===== config.mk =====
export PLATFORM = sky130hd
export DESIGN_NAME = stu_lane_result_buffer
export DESIGN_NICKNAME = d
export VERILOG_FILES = /design/src/rtl/stu_lane_result_buffer.sv
export SDC_FILE = /design/constraint.sdc
export NUM_CORES = 1
export LEC_CHECK = 0
export ABC_AREA = 0
export CORE_ASPECT_RATIO = 0.9
export CORE_MARGIN = 1
export CORE_UTILIZATION = 40
export DETAILED_ROUTE_END_ITERATION = 10
export GPL_TIMING_DRIVEN = 0
export RECOVER_POWER = 50
export SYNTH_ARGS = -nofsm -noshare
export SYNTH_HDL_FRONTEND = slang
export SYNTH_SLANG_ARGS = --single-unit
export TNS_END_PERCENT = 5

===== constraint.sdc =====
create_clock -name clk -period 4.1 [get_ports clk]
set_clock_uncertainty 0.2 [all_clocks]
set_input_delay 0.82 -clock clk [delete_from_list [all_inputs] [get_ports clk]]
set_output_delay 0.82 -clock clk [all_outputs]
set_load 0.005 [all_outputs]

===== src/rtl/stu_lane_result_buffer.sv =====
// Stack-bus upstream lane receiver: framing check plus a DEPTH-entry beat FIFO toward the bus arbiter.
// Optional build macro STU_LANE_MASK_APPLY_EN: data is ANDed with mask on entry, mask forwarded all-ones.
module stu_lane_result_buffer #(
  parameter int unsigned DATA_W = 32,
  parameter int unsigned CNTL_W = 2,
  parameter int unsigned TYPE_W = 2,
  parameter int unsigned DEPTH  = 8
) (
  input  logic              clk,
  input  logic              reset_poweron,
  input  logic [TYPE_W-1:0] pe__stu__lane_type,
  input  logic              pe__stu__lane_result_data_valid,
  input  logic [CNTL_W-1:0] pe__stu__lane_result_cntl,
  input  logic [DATA_W-1:0] pe__stu__lane_result_data,
  input  logic [DATA_W-1:0] pe__stu__lane_result_data_mask,
  output logic              stu__pe__lane_result_ready,
  output logic              stu__bus__valid,
  output logic [TYPE_W-1:0] stu__bus__type,
  output logic [CNTL_W-1:0] stu__bus__cntl,
  output logic [DATA_W-1:0] stu__bus__data,
  output logic [DATA_W-1:0] stu__bus__mask,
  input  logic              bus__stu__ready,
  output logic [15:0]       stu__sys__pkt_count,
  output logic              stu__sys__framing_err,
  output logic              stu__sys__overflow_err,
  output logic              stu__sys__idle
);

  localparam int unsigned PTR_W = $clog2(DEPTH);
  localparam int unsigned CNT_W = PTR_W + 1;
  localparam logic [CNT_W-1:0] FULL_CNT = CNT_W'(DEPTH);

  localparam logic [CNTL_W-1:0] CNTL_SOM_EOM = CNTL_W'(0);
  localparam logic [CNTL_W-1:0] CNTL_SOM     = CNTL_W'(1);
  localparam logic [CNTL_W-1:0] CNTL_MOM     = CNTL_W'(2);
  localparam logic [CNTL_W-1:0] CNTL_EOM     = CNTL_W'(3);

  typedef enum logic [0:0] {StIdle, StInPkt} frame_state_e;

  frame_state_e state_q, state_d;

  logic [PTR_W-1:0]  wr_ptr_q, rd_ptr_q;
  logic [CNT_W-1:0]  count_q, count_d;
  logic              ready_q, idle_q;
  logic [15:0]       pkt_count_q;
  logic              framing_err_q, overflow_err_q;
  logic              frame_err_set;

  logic [TYPE_W-1:0] typ_mem  [DEPTH];
  logic [CNTL_W-1:0] cntl_mem [DEPTH];
  logic [DATA_W-1:0] data_mem [DEPTH];
  logic [DATA_W-1:0] wdata;

  logic full, pop, push_req, push, overflow_set, head_is_eom;

  assign full = (count_q == FULL_CNT);
  assign pop  = stu__bus__valid & bus__stu__ready;

  // A full FIFO still takes a beat when the same edge pops; otherwise a full push is an overflow.
  assign push_req     = pe__stu__lane_result_data_valid & (ready_q | full);
  assign push         = push_req & (~full | pop);
  assign overflow_set = push_req & full & ~pop;

`ifdef STU_LANE_MASK_APPLY_EN
  assign wdata = pe__stu__lane_result_data & pe__stu__lane_result_data_mask;
`else
  assign wdata = pe__stu__lane_result_data;
`endif

  // Beat storage
  always_ff @(posedge clk or negedge reset_poweron) begin
    if (!reset_poweron) begin
      for (int unsigned i = 0; i < DEPTH; i++) begin
        typ_mem[i]  <= '0;
        cntl_mem[i] <= '0;
        data_mem[i] <= '0;
      end
    end else if (push) begin
      typ_mem[wr_ptr_q]  <= pe__stu__lane_type;
      cntl_mem[wr_ptr_q] <= pe__stu__lane_result_cntl;
      data_mem[wr_ptr_q] <= wdata;
    end
  end

`ifndef STU_LANE_MASK_APPLY_EN
  logic [DATA_W-1:0] mask_mem [DEPTH];

  always_ff @(posedge clk or negedge reset_poweron) begin
    if (!reset_poweron) begin
      for (int unsigned i = 0; i < DEPTH; i++) begin
        mask_mem[i] <= '0;
      end
    end else if (push) begin
      mask_mem[wr_ptr_q] <= pe__stu__lane_result_data_mask;
    end
  end

  assign stu__bus__mask = mask_mem[rd_ptr_q];
`else
  assign stu__bus__mask = '1;
`endif

  always_comb begin
    count_d = count_q;
    case ({push, pop})
      2'b10:   count_d = count_q + CNT_W'(1);
      2'b01:   count_d = count_q - CNT_W'(1);
      default: count_d = count_q;
    endcase
  end

  always_ff @(posedge clk or negedge reset_poweron) begin
    if (!reset_poweron) begin
      wr_ptr_q <= '0;
      rd_ptr_q <= '0;
      count_q  <= '0;
      ready_q  <= 1'b0;
      idle_q   <= 1'b0;
    end else begin
      if (push) wr_ptr_q <= wr_ptr_q + PTR_W'(1);
      if (pop)  rd_ptr_q <= rd_ptr_q + PTR_W'(1);
      count_q <= count_d;
      ready_q <= (count_d < FULL_CNT);
      idle_q  <= (count_d == '0) && (state_d == StIdle);
    end
  end

  // Framing FSM: state register
  always_ff @(posedge clk or negedge reset_poweron) begin
    if (!reset_poweron) begin
      state_q <= StIdle;
    end else begin
      state_q <= state_d;
    end
  end

  // Framing FSM: next state; a stray SOM inside a packet restarts it, staying in StInPkt
  always_comb begin
    state_d = state_q;
    if (push) begin
      unique case (state_q)
        StIdle:  if (pe__stu__lane_result_cntl == CNTL_SOM) state_d = StInPkt;
        StInPkt: if (pe__stu__lane_result_cntl == CNTL_EOM) state_d = StIdle;
        default: state_d = StIdle;
      endcase
    end
  end

  // Framing FSM: violation detect
  always_comb begin
    frame_err_set = 1'b0;
    if (push) begin
      unique case (state_q)
        StIdle:  frame_err_set = (pe__stu__lane_result_cntl == CNTL_MOM) ||
                                 (pe__stu__lane_result_cntl == CNTL_EOM);
        StInPkt: frame_err_set = (pe__stu__lane_result_cntl == CNTL_SOM) ||
                                 (pe__stu__lane_result_cntl == CNTL_SOM_EOM);
        default: frame_err_set = 1'b0;
      endcase
    end
  end

  assign head_is_eom = (cntl_mem[rd_ptr_q] == CNTL_EOM) || (cntl_mem[rd_ptr_q] == CNTL_SOM_EOM);

  always_ff @(posedge clk or negedge reset_poweron) begin
    if (!reset_poweron) begin
      pkt_count_q    <= '0;
      framing_err_q  <= 1'b0;
      overflow_err_q <= 1'b0;
    end else begin
      if (pop && head_is_eom) pkt_count_q <= pkt_count_q + 16'd1;
      if (frame_err_set)      framing_err_q  <= 1'b1;
      if (overflow_set)       overflow_err_q <= 1'b1;
    end
  end

  assign stu__pe__lane_result_ready = ready_q;
  assign stu__bus__valid            = (count_q != '0);
  assign stu__bus__type             = typ_mem[rd_ptr_q];
  assign stu__bus__cntl             = cntl_mem[rd_ptr_q];
  assign stu__bus__data             = data_mem[rd_ptr_q];
  assign stu__sys__pkt_count        = pkt_count_q;
  assign stu__sys__framing_err      = framing_err_q;
  assign stu__sys__overflow_err     = overflow_err_q;
  assign stu__sys__idle             = idle_q;

endmodule


==> run summary <==
The area of the placeable core came out at 0.0631 mm2. The dominant combinational cell family by area after synthesis is multiplexers. Final hold analysis gives a worst-case slack of 0.263 ns.

Wires add up to 59,400 um. The total setup violations reported at the end of the flow came out at 0. The complex-gate fraction of the synthesized area is 0.214%, and the number of iterations in the first detailed-routing pass is 4.

Leaving out fill and tap cells, the most frequent cells in the layout are 575 x sky130_fd_sc_hd__dfrtp_1, 572 x sky130_fd_sc_hd__mux2_2, 137 x sky130_fd_sc_hd__clkdlybuf4s50_1, 136 x sky130_fd_sc_hd__mux4_2, 61 x sky130_fd_sc_hd__clkbuf_16. The tools report the worst setup path startpoint as rd_ptr_q[1]. The end point of the critical path was stu__bus__data[31]. Dividing the detail-routed wire length by the instance count gives 22.3 um. For the area of the mapped netlist, the log shows 0.0258 mm2. The net count after synthesis was 1,622; the number of enable-type register cells in the synthesized netlist was 0. The worst min-delay path category is flip-flop to flip-flop.

The H-tree generated during clock tree synthesis spans 2 levels. The number of nets with antenna violations after routing was 0; the final critical path time including I/O delays and setup was 3.97 ns. Headroom to the max-slew limit came out at -43.7%.

During placement, the flow inserted port buffers numbering 158. Timing would allow up to 252 MHz. For this run, the leading register cell type out of synthesis is sky130_fd_sc_hd__dfrtp_1. The reported leakage power is 13.3 nW. TritonCTS built the clock tree.

Of all nets on the critical path, the largest fanout is 10. At the end of the flow the core is filled with cells to 48.7%. The fraction of layout instances using a drive strength above 1 is 50.7%, and the total DRC errors in the routed layout is 0.

The run finished, with violations left. The logs give 15.6k for the via count of the first global-routing pass and 2.95 ns for the data arrival time of the critical path. The run gives 61 as the number of clock buffers inserted by TritonCTS.

The setup path with the least slack is of type flip-flop to primary output. The number of failing hold endpoints at the final stage came out at 0. For the worst setup path, the data required time is 3.08 ns.

Setup slack on the worst reg-to-reg path comes out at 0.28 ns. The number of nets in the final layout is 1,848. Max-slew violation count: 81. Synthesis produced a netlist whose cell count is 1,544. The tree is rooted in a sky130_fd_sc_hd__clkbuf_16.

In this run the mean area of a mapped cell was 16.7 um2. During synthesis, Yosys emitted a total of 0 warnings. In this run the critical register-to-register path is captured at data_mem[121].

Yosys mapped the design onto 37 distinct sky130hd cell types. Detailed routing inserted a total of 14.3k vias. The library cell used most frequently in the layout, excluding fill and tap cells, is sky130_fd_sc_hd__dfrtp_1. For this block, the initial DRC count from the detailed router was 727.

At the end of routability-driven placement, the weighted congestion stood at 0.774. The startpoint identified for the worst register-to-register timing path is count_q[1]. The adder and majority gate portion of the synthesized area was 0.291%. The final reports fail on capacitance limit, slew limit. For the number of max-capacitance violations reported, the log shows 1. For this run, asynchronously set or reset flops after synthesis account for 100%.

For this design, the sink count on the clock tree is 575. The portion of the post-synthesis area used by sequential elements was 55.9%. The tools report the initial antenna violation count as 4. The per-cell via count in the routed design is 5.37, and the all-layer global routing usage is 18.7%. At the pin with the least slew margin, the transition time is 2.16 ns.

The worst-case reg-to-reg path depth is 8. 0 antenna diodes ended up in the layout. Power comes to 26.4 mW. Post-route fraction of the period consumed by the critical path: 96.9%. The synthesis-to-layout area growth was 19.3%; the later-pin clock latency in the skew report was 0.61 ns. The type of element launching the critical path was a flip-flop. After legalization and detailed placement, the total HPWL measured 38,800 um.

The first global-routing pass estimated 95,000 um of wire. Hold-critical path depth: 1. The area share of xor/xnor cells in the synthesized design is 0.918%, and the horizontal die dimension is 269 um. For this configuration, the core starts out at a cell density of 40.8%. STA classifies the critical path endpoint as a primary output. The y dimension of the die was 243 um; the area of the die was 0.0654 mm2. Of the total synthesized cell area, the portion taken by AND, OR, NAND and NOR gates is 1.39%. After clock tree synthesis, the clock-pin slew on the worst setup and hold paths is 0.06 ns. For the number of placement rows, the log shows 87.

The share of synthesized area spent on multiplexers was 39.3%. The worst-case IR drop observed on VDD is 376 uV. Entering global routing, the biggest net connects 123 pins. Setup repair after global routing left no endpoint under its margin. The worst-case clock buffer depth was 3; the power per unit of standard cell area was 858 mW/mm2. The run gives 0 as the aggregate global routing overflow. 161 I/O pins were placed.

The register bit total from synthesis was 575.
## metrics by stage
| step | instances | TNS, ns | instance area, um2 | setup slack (ns) |
|---|---|---|---|---|
| after floorplan | 1544 | 0 | 25800 | 0.752 |
| after global placement | 2547 | - | 28400 | -23.07 |
| after detailed placement | 2552 | -43.91 | 28500 | -0.704 |
| after CTS | 2661 | -0.190 | 30700 | -0.0501 |
| after global routing | 2662 | 0 | 30700 | 0.00343 |
| final | 2662 | 0 | 30700 | 0.125 |
## power breakdown
part           leakage, nW  switching (mW)  internal, mW
logic                 5.20            4.07          6.87
registers             7.08            1.33          8.38
clock network         1.03            2.27          3.45
total                 13.3            7.67          18.7
## worst max-delay path: stages, from the launching register on
cell and delay, ns:
sky130_fd_sc_hd__dfrtp_1 0.35, sky130_fd_sc_hd__clkbuf_4 0.26, sky130_fd_sc_hd__buf_4 0.25, sky130_fd_sc_hd__buf_2 0.34, sky130_fd_sc_hd__mux4_2 0.35, sky130_fd_sc_hd__mux2_2 0.33, sky130_fd_sc_hd__clkdlybuf4s50_1 0.46
## registers in the layout, summed over array words and instances, names as in the netlist
register and count:
mask_mem 256, wr_ptr_q 3, cntl_mem 16, stu__sys__idle 1, stu__sys__pkt_count 16, stu__sys__overflow_err 1, count_q 4, rd_ptr_q 3
data_mem 256, stu__pe__lane_result_ready 1, typ_mem 16, stu__sys__framing_err 1, state_q 1
## kinds of logic after synthesis
group / count (synthesis)
adder cells (fa/ha/maj): 6
multiplexers: 751
AND/OR/NAND/NOR: 64
buffers and inverters: 113
AO/OA/AOI/OAI: 8
flip-flops: 575
XOR/XNOR: 27
## cells in the mapped netlist (2+ instances only)
| cell type | number | share of area (%) |
|---|---|---|
| sky130_fd_sc_hd__mux2_2 | 572 | 25 |
| sky130_fd_sc_hd__mux2_4 | 40 | 2.3 |
| sky130_fd_sc_hd__and3_1 | 3 | 0.073 |
| sky130_fd_sc_hd__nand2_1 | 19 | 0.28 |
| sky130_fd_sc_hd__nor3_1 | 8 | 0.16 |
| sky130_fd_sc_hd__mux2i_1 | 3 | 0.12 |
| sky130_fd_sc_hd__dfrtp_1 | 575 | 56 |
| sky130_fd_sc_hd__nand3_1 | 6 | 0.12 |
| sky130_fd_sc_hd__buf_1 | 32 | 0.47 |
| sky130_fd_sc_hd__buf_6 | 6 | 0.26 |
| sky130_fd_sc_hd__ha_1 | 6 | 0.29 |
| sky130_fd_sc_hd__mux4_2 | 136 | 12 |
| sky130_fd_sc_hd__nor2_1 | 8 | 0.12 |
| sky130_fd_sc_hd__nor4_1 | 5 | 0.12 |
| sky130_fd_sc_hd__a21oi_1 | 2 | 0.039 |
| sky130_fd_sc_hd__xnor2_1 | 6 | 0.20 |
| sky130_fd_sc_hd__clkbuf_1 | 42 | 0.61 |
| sky130_fd_sc_hd__or4b_1 | 2 | 0.078 |
| sky130_fd_sc_hd__buf_2 | 24 | 0.47 |
| sky130_fd_sc_hd__xor2_1 | 21 | 0.71 |
| sky130_fd_sc_hd__buf_4 | 2 | 0.058 |
| sky130_fd_sc_hd__nand4_1 | 3 | 0.073 |
| sky130_fd_sc_hd__nor2b_1 | 2 | 0.049 |
| sky130_fd_sc_hd__inv_1 | 6 | 0.087 |
| sky130_fd_sc_hd__and4b_1 | 2 | 0.078 |
| sky130_fd_sc_hd__nor4b_1 | 2 | 0.068 |
## metal layers
| layer | vias up | part of all wire [%] | global-route usage [%] |
|---|---|---|---|
| met1 | 7760 | 46 | 26.5 |
| met3 | 88 | 3.7 | 3.17 |
| met2 | 208 | 48 | 30.0 |
| met5 | - | 0.074 | 0 |
| li1 | 6231 | - | - |
| met4 | 8 | 1.9 | 4.60 |
## how the worst min path moves through the flow
stage          slack (ns)               startpoint                 endpoint
3_5_place_dp         0.25    stu__sys__framing_err    stu__sys__framing_err
6_report             0.26  stu__sys__pkt_count[15]  stu__sys__pkt_count[15]
3_3_place_gp         0.24    stu__sys__framing_err    stu__sys__framing_err
4_1_cts             0.004            reset_poweron             data_mem[57]
5_1_grt              0.28  stu__sys__pkt_count[15]  stu__sys__pkt_count[15]
2_1_floorplan        0.25    stu__sys__framing_err    stu__sys__framing_err
## repair_timing
| action | in CTS | in global routing |
|---|---|---|
| hold buffers | 0 | 0 |
| resized for setup | 96 | 8 |
| endpoints found under the setup margin | 66 | 56 |
| buffers inserted | 0 | 1 |
## area by class of cell
cell class	instances	area [um2]
Buffer	105	623
Clock buffer	88	1790
Clock inverter	22	295
Fill cell	5408	32400
Inverter	7	28.8
Multi-Input combinational cell	856	10900
Sequential cell	575	14400
Tap cell	845	1060
Timing Repair Buffer	164	1700
(Power assumes the default switching activity.)
